<file path="src/rtl/umai_tx_sched.sv">
// Stripes an upstream 72-bit flit stream round-robin across a contiguous group of AIB TX channels.
// Latency 1 (load to o_tx_valid); a single holding buffer stalls upstream while the target channel is not ready.
module umai_tx_sched #(
    parameter int NumChannels = 6,
    parameter int ChnIdW      = 3
) (
    input  logic                        i_clk,
    input  logic                        i_rst,
    input  logic                        c_enable,
    input  logic [ChnIdW-1:0]           c_first_chn_id,
    input  logic [ChnIdW-1:0]           c_last_chn_id,
    input  logic                        i_valid,
    output logic                        o_ready,
    input  logic [71:0]                 i_data,
    output logic [NumChannels-1:0]      o_tx_valid,
    input  logic [NumChannels-1:0]      i_tx_ready,
    output logic [NumChannels-1:0][71:0] o_tx_data,
    output logic                        o_busy,
    output logic                        o_cfg_err,
    output logic [15:0]                 o_flit_cnt
);

    localparam logic [1:0] ST_DISABLED = 2'd0;
    localparam logic [1:0] ST_ALIGN    = 2'd1;
    localparam logic [1:0] ST_RUN      = 2'd2;
    localparam logic [1:0] ST_DRAIN    = 2'd3;

    localparam logic [ChnIdW:0] NumChnW = (ChnIdW+1)'(NumChannels);

    logic [1:0]          state_q, state_d;
    logic [ChnIdW-1:0]   first_q, first_d;
    logic [ChnIdW-1:0]   last_q, last_d;
    logic [ChnIdW-1:0]   ptr_q, ptr_d;
    logic [71:0]         buf_q, buf_d;
    logic                buf_vld_q, buf_vld_d;
    logic [15:0]         cnt_q, cnt_d;
    logic                cfg_err_q, cfg_err_d;

    logic [NumChannels-1:0] sel;
    logic                   fire;
    logic                   load;
    logic                   cfg_bad;

    // One-hot decode of the pointer; ids beyond NumChannels never select a lane.
    always_comb begin
        sel = '0;
        for (int i = 0; i < NumChannels; i++) begin
            sel[i] = (ChnIdW'(i) == ptr_q);
        end
    end

    assign fire    = buf_vld_q && |(i_tx_ready & sel);
    assign o_ready = (state_q == ST_RUN) && (!buf_vld_q || fire);
    assign load    = i_valid && o_ready;
    assign cfg_bad = (c_first_chn_id > c_last_chn_id) || ({1'b0, c_last_chn_id} >= NumChnW);

    always_comb begin
        o_tx_valid = buf_vld_q ? sel : '0;
        for (int i = 0; i < NumChannels; i++) begin
            o_tx_data[i] = sel[i] ? buf_q : 72'd0;
        end
    end

    assign o_busy     = (state_q == ST_ALIGN) || (state_q == ST_DRAIN) ||
                        ((state_q == ST_RUN) && buf_vld_q);
    assign o_cfg_err  = cfg_err_q;
    assign o_flit_cnt = cnt_q;

    always_comb begin
        state_d   = state_q;
        first_d   = first_q;
        last_d    = last_q;
        ptr_d     = ptr_q;
        buf_d     = buf_q;
        buf_vld_d = buf_vld_q;
        cnt_d     = cnt_q;
        cfg_err_d = cfg_err_q;

        if (fire) begin
            ptr_d     = (ptr_q == last_q) ? first_q : ptr_q + 1'b1;
            cnt_d     = cnt_q + 16'd1;
            buf_vld_d = 1'b0;
        end
        if (load) begin
            buf_d     = i_data;
            buf_vld_d = 1'b1;
        end

        case (state_q)
            ST_DISABLED: begin
                if (c_enable) begin
                    if (cfg_bad) begin
                        cfg_err_d = 1'b1;
                    end else begin
                        cfg_err_d = 1'b0;
                        state_d   = ST_ALIGN;
                    end
                end
            end
            ST_ALIGN: begin
                first_d = c_first_chn_id;
                last_d  = c_last_chn_id;
                ptr_d   = c_first_chn_id;
                cnt_d   = 16'd0;
                state_d = ST_RUN;
            end
            ST_RUN: begin
                if (!c_enable) begin
                    state_d = ST_DRAIN;
                end
            end
            default: begin
                // Drain finishes regardless of c_enable; re-alignment goes through DISABLED.
                if (!buf_vld_q || fire) begin
                    state_d = ST_DISABLED;
                end
            end
        endcase
    end

    always_ff @(posedge i_clk) begin
        if (i_rst) begin
            state_q   <= ST_DISABLED;
            first_q   <= '0;
            last_q    <= '0;
            ptr_q     <= '0;
            buf_q     <= '0;
            buf_vld_q <= 1'b0;
            cnt_q     <= 16'd0;
            cfg_err_q <= 1'b0;
        end else begin
            state_q   <= state_d;
            first_q   <= first_d;
            last_q    <= last_d;
            ptr_q     <= ptr_d;
            buf_q     <= buf_d;
            buf_vld_q <= buf_vld_d;
            cnt_q     <= cnt_d;
            cfg_err_q <= cfg_err_d;
        end
    end

endmodule
</file>
<file path="config.mk">
export PLATFORM = sky130hd
export DESIGN_NAME = umai_tx_sched
export DESIGN_NICKNAME = d
export VERILOG_FILES = /design/src/rtl/umai_tx_sched.sv
export SDC_FILE = /design/constraint.sdc
export NUM_CORES = 1
export LEC_CHECK = 0
export CAP_MARGIN = 10
export CORE_AREA = 8 8 208 210
export DETAILED_ROUTE_END_ITERATION = 10
export DIE_AREA = 0 0 216 218
export HOLD_SLACK_MARGIN = 0.02
export PLACE_DENSITY_LB_ADDON = 0.08
export SYNTH_ARGS = -nofsm -noshare
export SYNTH_HDL_FRONTEND = slang
export SYNTH_SLANG_ARGS = --single-unit
</file>
<file path="constraint.sdc">
create_clock -name i_clk -period 6.5 [get_ports i_clk]
set_input_delay 0.975 -clock i_clk [delete_from_list [all_inputs] [get_ports i_clk]]
set_output_delay 0.975 -clock i_clk [all_outputs]
set_load 0.01 [all_outputs]
</file>
==> results of run 1 <==
-- metrics by stage --
step | util | setup slack [ns] | total power [mW] | hold WS (ns) | cell area [um^2]
floorplan | - | 3.30 | 1.31 | 0.447 | 7150
CTS | 0.330 | 2.13 | 2.34 | 0.485 | 13300
global route | 0.330 | 1.97 | 2.46 | 0.504 | 13300
detailed placement | 0.323 | 2.16 | 1.76 | 0.472 | 13000
finish | 0.331 | 2.18 | 2.28 | 0.483 | 13300
global placement | 0.323 | 2.17 | 1.76 | 0.463 | 13000
-- final cells by class --
type                       instances  share of cell area
tap                              532              0.0501
multi-input combinational        798               0.355
antenna                            8             0.00151
clock buffer                      10              0.0180
sequential                       101               0.153
timing repair buffer             554               0.415
inverter                          12             0.00339
clock inverter                     6             0.00405
-- tightest hold or removal path, stage by stage (launching register included) --
cell	delay (ns)
dfxtp_1	0.32
nand2b_1	0.06
a21oi_1	0.06
-- final timing paths --
path	endpoint	slack (ns)	depth (start not counted)
setup / recovery	o_ready	2.18	6
hold / removal	first_q[1]	0.48	2
setup reg to reg	buf_q[62]	3.31	6
hold reg to reg	first_q[1]	0.48	2
-- where the power goes --
part	switching, mW	total (mW)	internal [mW]
registers	0.139	0.818	0.680
logic	0.607	0.905	0.298
clock network	0.276	0.554	0.278
total	1.02	2.28	1.26
-- cells by family after synthesis --
kind of cell	Yosys count	share of synthesized area
and+or+nand+nor	644	0.500
AOI/OAI and AO/OA	115	0.0965
buffers and inverters	111	0.0630
DFF	101	0.283
xor gates and xnor gates	18	0.0221
adders and majority gates	14	0.0245
muxes	7	0.0105
-- synthesized netlist by cell type (4+ instances only) --
cell type and number:
nor2b_1 4, a21oi_1 80, xor2_1 15, and2_1 294
clkbuf_1 79, ha_1 14, o211ai_1 4, o2111ai_1 9
o31ai_1 4, inv_1 12, dfxtp_1 101, mux2i_1 6
nor3_1 5, o21ai_0 6, buf_2 15, nor2_1 28
nand3_1 4, nand2_1 149, and3_1 151
-- metal layers --
layer,up-vias,GRT usage,part of all wire
met1,4075,0.214,0.41
met4,2,0.0207,0.0059
met5,-,0,0.00026
met2,267,0.343,0.53
met3,15,0.0436,0.056
li1,4226,-,-
-- flip-flops by register name (all words and copies together), names as in the netlist --
register / count
buf_q: 72
buf_vld_q: 1
first_q: 3
last_q: 3
o_cfg_err: 1
o_flit_cnt: 16
ptr_q: 3
state_q: 2
==> qor.txt, run 1 <==
outcome - finished, final reports clean
Mapped Area - 0.00715 mm^2
Wirelength per Cell - 22.7 um
clk buf depth - 2
ys flop type - dfxtp_1
RSZ-0062 raised after global routing - false
initial DRC count - 475
CP bufs+invs - 2
area leader, netlist - dfxtp_1
critical path startpoint - i_tx_ready[0]
CP Cell Sequence - clkdlybuf4s50_1 -> mux2_4 -> a221o_1 -> or3_1 -> and2_1 -> clkdlybuf4s50_1
CTS Sinks - 101
CTS tree - done
# DRC - 0
Slew @ Worst Pin - 0.879 ns
final hold viol count - 0
maximum clock rate - 0.231 GHz
CP max FO - 20
Skew-Pair Late Insertion Delay - 0.35 ns
fraction of final layout cells sized beyond drive strength 1 - 0.0270
Final #Nets - 1578
hold_buf cts - 0
Multi-input gate area - 0.00471 mm^2
r2r startpoint - ptr_q[0]
IO Port Bufs - 544
CP max-delay cell - a221o_1
Async SR Flop Fraction - 0
fillers - 4357
Yosys reg bits - 101
Clock transition at path regs - 0.07 ns
worst path arrival time - 3.34 ns
Max Slew Vio Count - 0
most used cell, CP - clkdlybuf4s50_1
Die W - 216 um
Synth top area share - 0.283
setup TNS - 0 ns
global route overflow - 0
Hold Startpoint - first_q[1]
VDD IR-drop max - 179 uV
Power Density - 171 mW/mm^2
Final Cycle Share - 0.665
Num CTS Buffers - 9
H-Tree Depth - 3
syn nets - 1112
initial antenna violation count - 4
row count - 74
max-cap violations - 0
Rel. slew slack - 0.414
Syn Area/Cell - 7.07 um^2
# IOs - 545
DRT antenna net count - 0
CP Data Required Time - 5.52 ns
Worst setup EP type - primary output
routability-driven placement congestion ratio - 0.798
sequential share of the synthesized area - 0.283
area grow syn2layout - 85.9%
CORE AREA - 0.0402 mm^2
Non-Filler Instances - 2021
post-layout min period - 4.32 ns
vias in the first global route - 8298
Post-DP HPWL - 34800 um
final setup skew - 0.0144 ns
Die Y - 218 um
Reg area - 0.00203 mm^2
DIE AREA - 0.0471 mm^2
critical path type - in2out
via/cell ratio - 4.25
pin count of the biggest net entering global routing - 80
Area contributors post-synth - dfxtp_1 28%, and2_1 26%, and3_1 13%, nand2_1 7.8%, a21oi_1 5.6%
most common cell after layout, fill and taps aside - clkdlybuf4s50_1
placed cell count - 1997
DRT Pass-1 Iters - 4
DRT Wirelength - 45900 um
GRT Overall Usage - 0.183
Crit path max-delay family - buffers and inverters
worst min path class - reg2reg
P_leak - 5.21 nW
root buffer cell - clkbuf_16
first-pass GRT wire length - 65000 um
max incr delay on CP - 0.60 ns
Startpoint Class - input pin
Synth Warn # - 0
via count - 8585
Post-synth EDFFs - 0
Initial Util - 0.178
Final setup violation count - 0
Post-Synthesis Cells - 1010
PostCTS Resize Cnt - 0
most frequent cells in the layout - 543 x clkdlybuf4s50_1, 294 x and2_1, 151 x and3_1, 149 x nand2_1, 100 x dfxtp_1
Synth cell types - 38
# Post-CTS Setup Buffers - 0
No activity file was read; power rests on OpenSTA's default activity.
==> inputs of run 2 (changes only) <==
Clock period 6.5 ns to 3.8 ns, I/O delays scaled along.
==> run 2 against run 1 <==
Sequential share of layout area shrank 0.086 points. Via count down 0.50%. Combinational power grew 83%. Setup slack worse by 1.6 ns. Register-to-register slack worse by 2.1 ns. Clock skew decreased by 0.0066 ns. First-iteration DRC count shrank 4.6%.
==> qor.txt, run 2 (synthesis gave the netlist of run 1 again) <==
routability-driven placement congestion ratio - 0.760
Multi-input gate area - 0.00471 mm^2
first-pass GRT wire length - 63900 um
initial antenna violation count - 4
Skew-Pair Late Insertion Delay - 0.36 ns
critical path startpoint - ptr_q[0]
DRT antenna net count - 0
VDD IR-drop max - 342 uV
clk buf depth - 2
Non-Filler Instances - 2027
initial DRC count - 453
Rel. slew slack - 0.427
total power - 3.98 mW
setup TNS - 0 ns
post-layout min period - 3.26 ns
H-Tree Depth - 3
CTS tree - done
hold_buf cts - 0
Post-DP HPWL - 34300 um
r2r startpoint - ptr_q[0]
root buffer cell - clkbuf_16
most frequent cells in the layout - 543 x clkdlybuf4s50_1, 294 x and2_1, 151 x and3_1, 149 x nand2_1, 100 x dfxtp_1
via/cell ratio - 4.21
area grow syn2layout - 86.9%
DIE AREA - 0.0471 mm^2
Reg area - 0.00203 mm^2
Num CTS Buffers - 9
CTS Sinks - 101
Final Cycle Share - 0.859
RSZ-0062 raised after global routing - false
Initial Util - 0.178
global route overflow - 0
CORE AREA - 0.0402 mm^2
Die Y - 218 um
Hold Startpoint - first_q[2]
Startpoint Class - flip-flop
Clock transition at path regs - 0.07 ns
Die W - 216 um
# DRC - 0
CP Data Required Time - 3.23 ns
Wirelength per Cell - 22.3 um
IO Port Bufs - 544
worst path arrival time - 2.69 ns
Worst setup EP type - primary output
worst min path class - reg2reg
Final setup violation count - 0
final hold viol count - 0
fillers - 4373
P_leak - 5.26 nW
Largest register FFs - 72
maximum clock rate - 0.306 GHz
Max Slew Vio Count - 0
Slew @ Worst Pin - 0.860 ns
DRT Pass-1 Iters - 5
fraction of final layout cells sized beyond drive strength 1 - 0.0316
Layout Utilization - 0.332
via count - 8542
# Post-CTS Setup Buffers - 0
pin count of the biggest net entering global routing - 85
most common cell after layout, fill and taps aside - clkdlybuf4s50_1
GRT Overall Usage - 0.181
Largest Register - buf_q
placed cell count - 2004
outcome - finished, final reports clean
final setup skew - 0.00779 ns
CP max FO - 73
row count - 74
max-cap violations - 0
Register-to-Register Path Depth - 9
critical path type - reg2out
vias in the first global route - 8233
Worst R2R Setup Slack - 1.22 ns
Final #Nets - 1585
DRT Wirelength - 45200 um
Power Density - 298 mW/mm^2
PostCTS Resize Cnt - 0
hold depth - 2
# IOs - 545
-- run 2: path summary, 6_finish.rpt --
check,endpoint
worst max-delay path,o_tx_data[87]
worst min-delay path,first_q[2]
worst max register to register,buf_q[37]
worst min register to register,first_q[2]
-- run 2: per-layer routing --
layer / share of wire / wire length (um) / global-route usage / up-vias
met5: 0.00029 / 13 / 0 / -
met4: 0.0092 / 414 / 0.0374 / 2
met3: 0.061 / 2740 / 0.0460 / 21
met2: 0.52 / 23600 / 0.334 / 263
met1: 0.41 / 18400 / 0.209 / 4013
li1: - / - / - / 4243
-- run 2: per-stage QoR --
step / hold WS [ns] / area (um^2) / setup slack [ns]
finish: 0.475 / 13400 / 0.536
global route: 0.501 / 13300 / 0.358
CTS: 0.474 / 13300 / 0.472
global placement: 0.458 / 13000 / 0.598
floorplan: 0.447 / 7150 / 1.31
detailed placement: 0.461 / 13000 / 0.598
-- run 2: worst max-delay path: stages (launching register included) --
cell and delay, ns:
dfxtp_1 0.43, ha_2 0.25, nor2b_4 0.15, buf_4 0.55, and2_1 0.23, clkdlybuf4s50_1 0.58
-- run 2: layout make-up --
cell class	count	share of cell area
Clock inverter	4	0.00206
Antenna cell	7	0.00131
Tap cell	532	0.0498
Sequential cell	101	0.152
Inverter	12	0.00337
Multi-Input combinational cell	798	0.353
Timing Repair Buffer	561	0.418
Clock buffer	12	0.0208
-- run 2: power breakdown --
group          internal (mW)  switching, mW  total (mW)
clock                  0.523          0.450       0.973
sequential              1.16          0.179        1.34
combinational          0.539           1.12        1.66
==> patch 1: new RTL, settings of run 2 <==
Take the reset off `buf_q` and load it in a clocked block of its own.
--- a/src/rtl/umai_tx_sched.sv
+++ b/src/rtl/umai_tx_sched.sv
@@ -125,5 +125,4 @@
             last_q    <= '0;
             ptr_q     <= '0;
-            buf_q     <= '0;
             buf_vld_q <= 1'b0;
             cnt_q     <= 16'd0;
@@ -134,5 +133,4 @@
             last_q    <= last_d;
             ptr_q     <= ptr_d;
-            buf_q     <= buf_d;
             buf_vld_q <= buf_vld_d;
             cnt_q     <= cnt_d;
@@ -141,3 +139,7 @@
     end
 
+    always_ff @(posedge i_clk) begin
+        buf_q <= buf_d;
+    end
+
 endmodule
Formal check against the unedited RTL: differs if i_rst is asserted again (counterexample within 4 cycles, from zero or initial values and one cycle with i_rst high); with i_rst held inactive, the same outputs for 4 cycles.
==> patch 1 against run 2 <==
Area after synthesis decreased by 3.6%; via count shrank 14%; final area down 1.0%; hold slack improved by 0.015 ns; die area unchanged; routed wire length decreased by 5.6%; worst setup slack got worse by 0.14 ns; utilization decreased by 0.34 points; count of clock-buffer cells in the layout down 3; sequential cell count unchanged.
Power is not compared: it rests on default switching activity, and its combinational part moved more than twofold at a synthesized area within 25%.
==> patch 1: results (changes against run 2) <==
Leak 5.16 nW; met2 Use GR 32.7% (was 33.4%); Detailed Route Iter0 Violations 374 (was 453); outcome complete, no violations (unchanged); first-pass GRT wire length 59.3 mm (was 63.9 mm); Seq/Total Area, Yosys 39.8% (was 28.3%); slew of the pin with the lowest slew margin 0.752 ns (was 0.860 ns); layout net count 1,373 (was 1,585); most frequent cell after synthesis and2_1 (unchanged); Max FO, Critical Path 43 (was 73); top cells by area, synth edfxtp_1 31%, and2_1 27%, and3_1 13% (was dfxtp_1 28%, and2_1 26%, and3_1 13%); Synth cell types 43 (was 38); slowest stage delay, CP 0.60 ns (was 0.58 ns); Synth Net Count 878 (was 1,112); Total Routing Usage GR 17.1% (was 18.1%); Layout fillers 4,251 (was 4,373); Via density 4.07 (was 4.21); Arr. time, crit path 2.84 ns (was 2.69 ns); routability congestion estimate from global placement 0.784 (was 0.760); skew final 0.00733 ns (was 0.00779 ns); GRT met1 Usage 18.0% (was 20.9%); number of global-route vias before repair 7,323 (was 8,233); number of synthesized flops with an enable pin 72 (was 0); Commonest cells post-synth 298 x and2_1, 147 x and3_1, 72 x edfxtp_1 (was 294 x and2_1, 151 x and3_1, 149 x nand2_1); power per cell area 451 nW/um2; Top FF cell, synth edfxtp_1 (was dfxtp_1); met3 Usage GRT 5.16% (was 4.60%); initial antenna violation count 7 (was 4); share of cells above drive strength 1 3.37% (was 3.16%); pin count of the biggest net entering global routing 85 (unchanged); DPL Wire Length 32.5 mm (was 34.3 mm); CP delay by family, top buffers and inverters (unchanged); drt wl/cell 23.5 um (was 22.3 um)
[patch 1: cell types whose count changed after synthesis, sizes merged, moves of 5 or more]
cell and delta:
a21oi -72, buf -15, clkbuf -10, dfxtp -72, edfxtp +72, nand2 -139, xor2 -5
[patch 1: layout make-up]
cell class | instances | share of cell area [%]
clock buffer | 9 | 1.70
antenna | 4 | 0.0757
clock inverter | 7 | 0.672
inverter | 13 | 0.369
sequential | 101 | 20.8
timing repair buffer | 558 | 42.3
tap | 532 | 5.04
multi-input combinational | 588 | 29.1
[patch 1: per-layer routing]
| layer | share of wire, % | vias up |
|---|---|---|
| li1 | - | 3595 |
| met4 | 1.6 | 6 |
| met1 | 38 | 3469 |
| met3 | 6.5 | 34 |
| met5 | 0.087 | - |
| met2 | 54 | 262 |
[patch 1: power breakdown]
group,internal (mW),leakage [nW],total [mW],switching (mW)
Clock,0.576,0.151,1.03,0.455
Sequential,1.30,0.884,1.48,0.176
Combinational,1.70,4.13,3.45,1.75
Total,3.58,5.16,5.96,2.38
[patch 1: logic make-up after synthesis]
kind of cell               synth area share [%]
AOI/OAI and AO/OA                          4.21
DFF                                        39.8
adders and majority gates                  2.54
buffers and inverters                      4.99
muxes                                      1.83
and+or+nand+nor                            44.7
xor gates and xnor gates                   1.91
[patch 1: worst paths after layout]
check	from	endpoint	slack (ns)	depth (start not counted)
worst max register to register	ptr_q[2]	ptr_q[0]	0.93	7
worst min-delay path	first_q[1]	first_q[1]	0.49	2
worst min register to register	first_q[1]	first_q[1]	0.49	2
worst max-delay path	ptr_q[0]	o_tx_data[103]	0.39	5
[patch 1: tightest hold or removal path: cells and delay by family, from the launching register on]
family | cells | cell delay [ns]
AOI/OAI and AO/OA | 1 | 0.06
DFF | 1 | 0.32
and+or+nand+nor | 1 | 0.06
[patch 1: per-stage QoR]
| step | setup slack, ns | power, mW | std cells | hold WS, ns | area, um2 |
|---|---|---|---|---|---|
| floorplan | 0.118 | 2.92 | 776 | 0.445 | 6900 |
| global placement | 0.717 | 5.09 | 1792 | 0.463 | 12900 |
| detailed placement | 0.714 | 5.05 | 1792 | 0.471 | 12900 |
| CTS | 0.297 | 6.11 | 1808 | 0.484 | 13200 |
| global route | 0.221 | 6.31 | 1811 | 0.523 | 13200 |
| finish | 0.394 | 5.96 | 1812 | 0.490 | 13200 |
==> patch 2: new RTL, config.mk and constraints of run 2 <==
Made on the original files. `ChnIdW`: 3 -> 6.
--- a/src/rtl/umai_tx_sched.sv
+++ b/src/rtl/umai_tx_sched.sv
@@ -3,5 +3,5 @@
 module umai_tx_sched #(
     parameter int NumChannels = 6,
-    parameter int ChnIdW      = 3
+    parameter int ChnIdW      = 6
 ) (
     input  logic                        i_clk,
Interface: changed (resized c_first_chn_id and c_last_chn_id); port bits go from 545 to 551. No check against the original RTL was run, so the function may have changed too.
==> patch 2 against run 2 <==
Worst setup slack got worse by 0.17 ns; area after synthesis increased by 19%; via count increased by 11%; sequential cell count increased by 9; routed wire length increased by 7.2%; final cell count increased by 3.4%; total power increased by 13%; clock skew increased by 0.0027 ns; final area increased by 10%; sequential share of layout area decreased by 0.20 points; critical endpoint is now o_tx_data[108]; largest power group unchanged.
==> patch 2: results (changes against run 2) <==
Seq/Total Area, Yosys 25.9% (was 28.3%); drt wl/cell 23.1 um (was 22.3 um); Placed Cells 2,077 (was 2,004); combinational power 2.08 mW (was 1.66 mW); Hold Crit Start first_q[1] (was first_q[2]); Clk. pwr 1.01 mW (was 0.973 mW); Arr. time, crit path 2.86 ns (was 2.69 ns); Total Routing Usage GR 19.5% (was 18.1%); met1 wire length 19.5 mm (was 18.4 mm); Gate power share 46.0% (was 41.8%); number of diodes 2 (was 7); Leak 6.23 nW (was 5.26 nW); Slew Limit Headroom 36.3% (was 42.7%); number of global-route vias before repair 9,926 (was 8,233); initial antenna violation count 3 (was 4); Pre-antenna DRT Iters 4 (was 5); pre-CTS setup slack 0.606 ns (was 0.598 ns); outcome complete, no violations (unchanged); met2 wire len 24.6 mm (was 23.6 mm); top cells by area, synth dfxtp_1 26%, and3_1 22%, nand2b_1 11% (was dfxtp_1 28%, and2_1 26%, and3_1 13%); VDD IR max 0.000386 V (was 0.000342 V); layout net count 1,666 (was 1,585); routability congestion estimate from global placement 0.817 (was 0.760); Detailed Route Iter0 Violations 467 (was 453); Reg area 2200 um2 (was 2030 um2); met2 Use GR 35.6% (was 33.4%)
## patch 2: changes by cell type after synthesis, sizes merged, moves of 9 or more
| cell | run 2 | this run |
|---|---|---|
| and2 | 294 | 148 |
| nand2b | 3 | 149 |
| nor4 | 0 | 9 |
| clkbuf | 79 | 107 |
| mux2i | 6 | 87 |
| a21oi | 80 | 17 |
| dfxtp | 101 | 110 |
| nand2 | 149 | 15 |
| and3 | 151 | 297 |
## patch 2: cell families (layout without fill, tap and decap cells)
group           after synthesis  in the layout  share of synthesized area, %
other cells                   0              2                             0
simple gates                682            682                          49.2
xor+xnor                     18             18                          1.86
flops                       110            110                          25.9
compound gates               45             45                          3.58
buf+inv                     136            603                          6.84
fa+ha+maj                    16             16                          2.36
mux                          87             87                          10.3
## patch 2: path summary, 6_finish.rpt
path | endpoint | slack [ns] | cells past startpoint
max reg2reg | ptr_q[5] | 1.17 | 6
min | first_q[1] | 0.48 | 2
max | o_tx_data[108] | 0.37 | 5
min reg2reg | first_q[1] | 0.48 | 2
